$ cat src/rtl/floo_axis_vc_pkg.sv
// Shared types for the credit-based VC NoC-to-AXIS bridge (tx and rx halves).
package floo_axis_vc_pkg;

    typedef enum logic {
        CH_RSP = 1'b0,
        CH_REQ = 1'b1
    } channel_hdr_e;

    function automatic int unsigned credit_width(input int unsigned n);
        return $clog2(n + 1);
    endfunction

    localparam int unsigned DefaultNumCredits = 8;
    localparam int unsigned DefaultCreditWidth = credit_width(DefaultNumCredits);

    typedef struct packed {
        logic                          data_validity;
        channel_hdr_e                  credits_hdr;
        logic [DefaultCreditWidth-1:0] credits;
    } user_bits_t;

endpackage

$ cat src/rtl/floo_vc_credit_counter.sv
// Saturating per-channel credit counter with overflow check.
module floo_vc_credit_counter #(
    parameter int unsigned NumCredits = 8,
    parameter int unsigned CreditWidth = 4,
    parameter logic [CreditWidth-1:0] ResetVal = '0
) (
    input  logic                   clk_i,
    input  logic                   rst_i,
    input  logic [CreditWidth-1:0] inc_i,
    input  logic [CreditWidth-1:0] dec_i,
    output logic [CreditWidth-1:0] cnt_o
);

    localparam logic [CreditWidth:0] MaxCnt = (CreditWidth+1)'(NumCredits);

    logic [CreditWidth:0]   sum;
    logic [CreditWidth:0]   diff;
    logic [CreditWidth-1:0] cnt_d;
    logic                   overflow;

    always_comb begin
        sum = {1'b0, cnt_o} + {1'b0, inc_i};
        diff = (sum > {1'b0, dec_i}) ? sum - {1'b0, dec_i} : '0;
        overflow = diff > MaxCnt;
        cnt_d = overflow ? MaxCnt[CreditWidth-1:0] : diff[CreditWidth-1:0];
    end

    always_ff @(posedge clk_i) begin
        if (rst_i) begin
            cnt_o <= ResetVal;
        end else begin
            cnt_o <= cnt_d;
        end
    end

    // A remote returning more than it was given is a protocol bug; clamp and flag it.
    always_ff @(posedge clk_i) begin
        if (!rst_i) begin
            assert (!overflow)
            else $warning("credit counter overflow, value clamped");
        end
    end

endmodule

$ cat src/rtl/floo_axis_vc_credit_tx.sv
// Transmit half of the credit-based VC bridge: arbitrates req/rsp flits onto
// AXIS and piggybacks locally freed credits in tuser.
module floo_axis_vc_credit_tx
    import floo_axis_vc_pkg::*;
#(
    parameter int unsigned FlitDataSize = 64,
    parameter int unsigned NumCredits = 8,
    parameter int unsigned CreditWidth = credit_width(NumCredits)
) (
    input  logic                    clk_i,
    input  logic                    rst_i,
    input  logic [FlitDataSize-1:0] req_data_i,
    input  logic                    req_valid_i,
    output logic                    req_ready_o,
    input  logic [FlitDataSize-1:0] rsp_data_i,
    input  logic                    rsp_valid_i,
    output logic                    rsp_ready_o,
    input  logic                    credit_ret_valid_i,
    input  logic                    credit_ret_hdr_i,
    input  logic [CreditWidth-1:0]  credit_ret_cnt_i,
    input  logic                    local_free_req_i,
    input  logic                    local_free_rsp_i,
    output logic [FlitDataSize:0]   axis_tdata_o,
    output logic [CreditWidth+1:0]  axis_tuser_o,
    output logic                    axis_tvalid_o,
    input  logic                    axis_tready_i
);

    // Index 1 is the request channel, index 0 the response channel.
    logic [1:0][CreditWidth-1:0] tx_credit;
    logic [1:0][CreditWidth-1:0] ret_pend;
    logic [1:0]                  valid;
    logic [1:0]                  free;
    logic [1:0]                  elig;
    logic [1:0]                  pend;
    logic [1:0]                  grant;
    logic [1:0]                  sent;
    logic                        load;
    logic                        data_ptr;
    logic                        credit_ptr;
    logic [CreditWidth-1:0]      credits;
    logic [FlitDataSize-1:0]     payload;
    channel_hdr_e                data_hdr;
    channel_hdr_e                credit_hdr;

    assign valid = {req_valid_i, rsp_valid_i};
    assign free = {local_free_req_i, local_free_rsp_i};
    assign load = !axis_tvalid_o || axis_tready_i;

    always_comb begin
        for (int c = 0; c < 2; c++) begin
            elig[c] = valid[c] && (tx_credit[c] != '0);
            pend[c] = ret_pend[c] != '0;
        end
    end

    always_comb begin
        grant = '0;
        if (load && !rst_i) begin
            unique case (elig)
                2'b01:   grant = 2'b01;
                2'b10:   grant = 2'b10;
                2'b11:   grant = data_ptr ? 2'b10 : 2'b01;
                default: grant = '0;
            endcase
        end
    end

    always_comb begin
        sent = '0;
        if (load && !rst_i) begin
            unique case (pend)
                2'b01:   sent = 2'b01;
                2'b10:   sent = 2'b10;
                2'b11:   sent = credit_ptr ? 2'b10 : 2'b01;
                default: sent = '0;
            endcase
        end
    end

    assign req_ready_o = grant[1];
    assign rsp_ready_o = grant[0];

    assign data_hdr = grant[1] ? CH_REQ : CH_RSP;
    assign credit_hdr = sent[1] ? CH_REQ : CH_RSP;
    assign payload = grant[1] ? req_data_i : rsp_data_i;

    always_comb begin
        credits = '0;
        if (sent[1]) begin
            credits = ret_pend[1];
        end else if (sent[0]) begin
            credits = ret_pend[0];
        end
    end

    for (genvar c = 0; c < 2; c++) begin : g_ch
        logic [CreditWidth-1:0] ret_inc;
        logic [CreditWidth-1:0] pend_dec;

        assign ret_inc = (credit_ret_valid_i && (credit_ret_hdr_i == 1'(c)))
                       ? credit_ret_cnt_i : '0;
        assign pend_dec = sent[c] ? ret_pend[c] : '0;

        floo_vc_credit_counter #(
            .NumCredits  (NumCredits),
            .CreditWidth (CreditWidth),
            .ResetVal    (CreditWidth'(NumCredits))
        ) i_tx_credit (
            .clk_i (clk_i),
            .rst_i (rst_i),
            .inc_i (ret_inc),
            .dec_i (CreditWidth'(grant[c])),
            .cnt_o (tx_credit[c])
        );

        floo_vc_credit_counter #(
            .NumCredits  (NumCredits),
            .CreditWidth (CreditWidth),
            .ResetVal    ('0)
        ) i_ret_pend (
            .clk_i (clk_i),
            .rst_i (rst_i),
            .inc_i (CreditWidth'(free[c])),
            .dec_i (pend_dec),
            .cnt_o (ret_pend[c])
        );
    end

    always_ff @(posedge clk_i) begin
        if (rst_i) begin
            axis_tvalid_o <= 1'b0;
            axis_tdata_o <= '0;
            axis_tuser_o <= '0;
            data_ptr <= 1'b1;
            credit_ptr <= 1'b1;
        end else if (load) begin
            // Pointers only move when both channels compete.
            if (elig == 2'b11) begin
                data_ptr <= ~data_ptr;
            end
            if (pend == 2'b11) begin
                credit_ptr <= ~credit_ptr;
            end
            axis_tvalid_o <= (|grant) || (|sent);
            axis_tdata_o <= (|grant) ? {data_hdr, payload} : '0;
            axis_tuser_o <= {(|grant), credit_hdr, credits};
        end
    end

endmodule

$ cat config.mk
export PLATFORM = sky130hd
export DESIGN_NAME = floo_axis_vc_credit_tx
export DESIGN_NICKNAME = d
export VERILOG_FILES = /design/src/rtl/floo_axis_vc_pkg.sv /design/src/rtl/floo_vc_credit_counter.sv /design/src/rtl/floo_axis_vc_credit_tx.sv
export SDC_FILE = /design/constraint.sdc
export NUM_CORES = 1
export LEC_CHECK = 0
export ABC_CLOCK_PERIOD_IN_PS = 5600
export CORE_MARGIN = 4
export CORE_UTILIZATION = 47
export DETAILED_ROUTE_END_ITERATION = 8
export GPL_TIMING_DRIVEN = 0
export PLACE_DENSITY = 0.92
export SLEW_MARGIN = 10
export SYNTH_ARGS = -nofsm -noshare
export SYNTH_HDL_FRONTEND = slang
export SYNTH_HIERARCHICAL = 1
export SYNTH_SLANG_ARGS = --single-unit
$ cat constraint.sdc
create_clock -name clk_i -period 5.6 [get_ports clk_i]
set_input_delay 0.56 -clock clk_i [delete_from_list [all_inputs] [get_ports clk_i]]
set_output_delay 0.56 -clock clk_i [all_outputs]
set_load 0.05 [all_outputs]
==> key figures <==
Status
  – Status: complete, no violations

Worst hold path
  – Hold Startpoint: axis_tdata_o[15]
  – Min-delay worst type: flop to flop
  – Hold endpoint: axis_tdata_o[15]
  – Hold path depth: 2

Timing
  – Clock Skew: 0.0114 ns
  – Max Freq: 258 MHz
  – Final setup violation count: 0
  – Final min period: 3.87 ns
  – Setup_tns: 0 ns
  – Slew headroom: 49.6%
  – Unrepaired setup endpoints after global routing: no
  – Final Cycle Share: 69.1%
  – Worst-Margin Slew: 0.737 ns
  – Hold Violations, Final: 0
  – Max-slew violations: 0

Detailed routing
  – Residual DRC count: 0
  – Initial DRC Count: 315
  – Routed WL per cell: 17.5 um
  – Detailed-route via count: 5057
  – Post-DR vias/cell: 5.28
  – Routed Antenna Nets: 0
  – Routed WL: 16.8 mm
  – TritonRoute pass-1 iters: 5

Final layout
  – Layout area overhead: 49.5%
  – Nets: 994
  – Post-Layout Cell Count: 957
  – Commonest non-fill, non-tap cell in the layout: clkdlybuf4s50_1
  – Fillers: 789
  – Share of cells above drive strength 1: 7.10%
  – Most frequent cells in the layout: clkdlybuf4s50_1 (214), dfxtp_1 (90), nand2_1 (71), o21ai_1 (65), mux2i_1 (64)
  – Ant. Diodes: 0

Placement
  – Dpl cells: 942
  – DP HPWL: 13.8 mm
  – I/O Buffers: 214
  – Routability cong.: 0.937

Setup path
  – Cells along the critical path: clkdlybuf4s50_1, buf_2, clkinv_1, o2111ai_2, buf_6, buf_6, inv_2, ha_1, fa_1, nand2b_1, a21oi_1, nor4b_1, or2_4, nor4_1
  – R2r endpoint: g_ch[1].i_tx_credit/cnt_o[0]
  – Critical path buffers and inverters: 6
  – Worst path most repeated cell: buf_6
  – Slowest stage delay, CP: 0.67 ns
  – Worst path depth: 14
  – Critical-path top delay cell: clkdlybuf4s50_1
  – Crit path DAT: 4.12 ns
  – RR Startpoint: g_ch[1].i_tx_credit/cnt_o[1]
  – Setup CP Type: input port to flop
  – Setup crit end kind: flop
  – Crit path max-delay family: buffers and inverters
  – Startpoint types: input port
  – CP Data Required Time: 5.85 ns
  – Flop-to-flop setup slack: 2.41 ns
  – Worst reg-to-reg path cell count: 12
  – Critical-path maximum fanout: 10

Logic synthesis
  – Synth area leader: dfxtp_1
  – Top FF cell, synth: dfxtp_1
  – Seq/Total Area, Yosys: 34.8%
  – Post-synthesis register bit count: 90
  – Ys Warns: 6
  – Number of synthesized flops with an enable pin: 0
  – Synthesized area per cell: 9.04 um2
  – Top area cells in the synthesized netlist: dfxtp_1 (35%), mux2i_1 (12%), ha_1 (7.7%), o21ai_1 (6.3%), nand2_1 (5.1%)
  – Cell variety after synth: 69
  – Synthesized area: 0.00518 mm2
  – Cells after Synth: 573
  – Synth top area share: 34.8%
  – Asr flop ratio synth: 0%

GRT
  – Global route overflow: 0
  – Largest net degree at the start of global routing: 16
  – Vias in the first global route: 5211
  – Antenna violations before repair: 0
  – Total GRT Usage: 25.8%
  – First-pass GRT wire length: 26.4 mm

Clocking
  – Reg clk slew, reported paths: 0.08 ns
  – Clock sinks: 90
  – Post-CTS Hold Buffers: 0
  – Number of CTS-inserted buffers: 9
  – Worst-Skew Late Latency: 0.35 ns
  – TritonCTS clock tree: done
  – Setup bufs post-CTS: 0
  – Bufs on Longest Clock Path: 2
  – H-tree levels: 3
  – Root Buffer: clkbuf_8
  – Post-CTS resize count: 0

Floorplanning
  – FP Rows: 38
  – Core box area: 0.0108 mm2
  – Initial Utilization: 48.0%
  – DIE HEIGHT: 113 um
  – Die width: 113 um
  – Die area: 0.0128 mm2
  – # IOs: 215

Power and ir drop
  – P per Cell Area: 384 mW/mm2
  – Max rail drop VDD: 190 uV
  – Leakage: 3.32 nW

Run
  – Max-capacitance violation count: 0
## layer usage
| metal | global-route usage, % | routed length, um | up-vias |
|---|---|---|---|
| li1 | - | - | 2447 |
| met1 | 28.7 | 6460 | 2401 |
| met2 | 48.3 | 8880 | 178 |
| met3 | 5.40 | 1020 | 31 |
| met4 | 8.81 | 426 | 0 |
| met5 | 0 | 0 | - |
## tightest hold or removal path, cell delays in order (launching register included)
cell	delay, ns
dfxtp_1	0.31
nand2_1	0.05
o21ai_1	0.05
## power breakdown
| part | switching [W] | leakage [nW] | total, W | internal, W |
|---|---|---|---|---|
| registers | 0.0000893 | 0.739 | 0.000862 | 0.000773 |
| logic | 0.000994 | 2.49 | 0.00166 | 0.000669 |
| clock network | 0.000238 | 0.0894 | 0.000446 | 0.000208 |
| total | 0.00132 | 3.32 | 0.00297 | 0.00165 |
## cell type report
cell class | count | area [um2] | area share (%)
Inverter | 40 | 150 | 1.94
Multi-Input combinational cell | 434 | 3130 | 40.5
Sequential cell | 90 | 1800 | 23.3
Timing Repair Buffer | 214 | 2140 | 27.7
Tap cell | 140 | 175 | 2.26
Clock inverter | 5 | 62.6 | 0.808
Clock buffer | 10 | 128 | 1.65
Buffer | 24 | 148 | 1.91
## Yosys cell counts (2+ instances only)
cell type,number
and2_1,14
ha_1,32
or2_1,3
o211ai_1,3
clkbuf_1,8
a211oi_1,3
nand2b_1,14
fa_1,8
nor2b_1,5
and3_1,4
nor4_1,4
buf_6,6
a21oi_4,2
buf_2,10
o2111ai_2,2
mux2i_1,64
dfxtp_1,90
a21oi_1,16
xor2_1,4
nor2_1,21
o21ai_1,65
inv_1,38
xnor2_1,13
nand4_1,4
nor3_2,4
o311a_1,4
a211oi_2,2
o21ai_0,4
a21o_1,6
nand2_1,71
nor3_1,8
nand3_1,4
## how the worst max path moves through the flow
stage                   from                           end  slack (ns)
6_report               rst_i  g_ch[1].i_tx_credit/cnt_o[0]        1.73
5_1_grt                rst_i  g_ch[1].i_tx_credit/cnt_o[1]        1.52
4_1_cts                rst_i  g_ch[1].i_tx_credit/cnt_o[0]        1.75
3_5_place_dp           rst_i  g_ch[1].i_tx_credit/cnt_o[0]        1.46
3_3_place_gp           rst_i  g_ch[1].i_tx_credit/cnt_o[2]        1.56
2_1_floorplan  axis_tvalid_o  g_ch[0].i_tx_credit/cnt_o[3]        0.60
## kinds of logic (layout without fill, tap and decap cells)
logic type      after synthesis  count (layout)  synth area share, %
fa+ha+maj                    41              41                 11.0
compound gates              126             126                 16.2
mux                          64              64                 12.4
buf+inv                      64             293                 5.75
other cells                   1              16               0.0724
simple gates                170             170                 16.9
xor+xnor                     17              17                 2.88
flops                        90              90                 34.8
## through the flow
step                cell area, um2  power, W  setup WS [ns]  hold slack (ns)  util, %
CTS                           7740   0.00297           1.75            0.454     71.7
finish                        7740   0.00297           1.73            0.451     71.7
global placement              7550   0.00245           1.56            0.435     70.0
global route                  7740   0.00313           1.52            0.467     71.7
detailed placement            7550   0.00252           1.46            0.441     70.0
floorplan                     5230   0.00201          0.595            0.502        -
## registers in the layout, summed over array words and instances, names as in the netlist
register,flops
axis_tuser_o,6
credit_ptr,1
g_ch.i_ret_pend/cnt_o,8
axis_tdata_o,65
g_ch.i_tx_credit/cnt_o,8
axis_tvalid_o,1
data_ptr,1
Power figures use the tool's default switching activity.
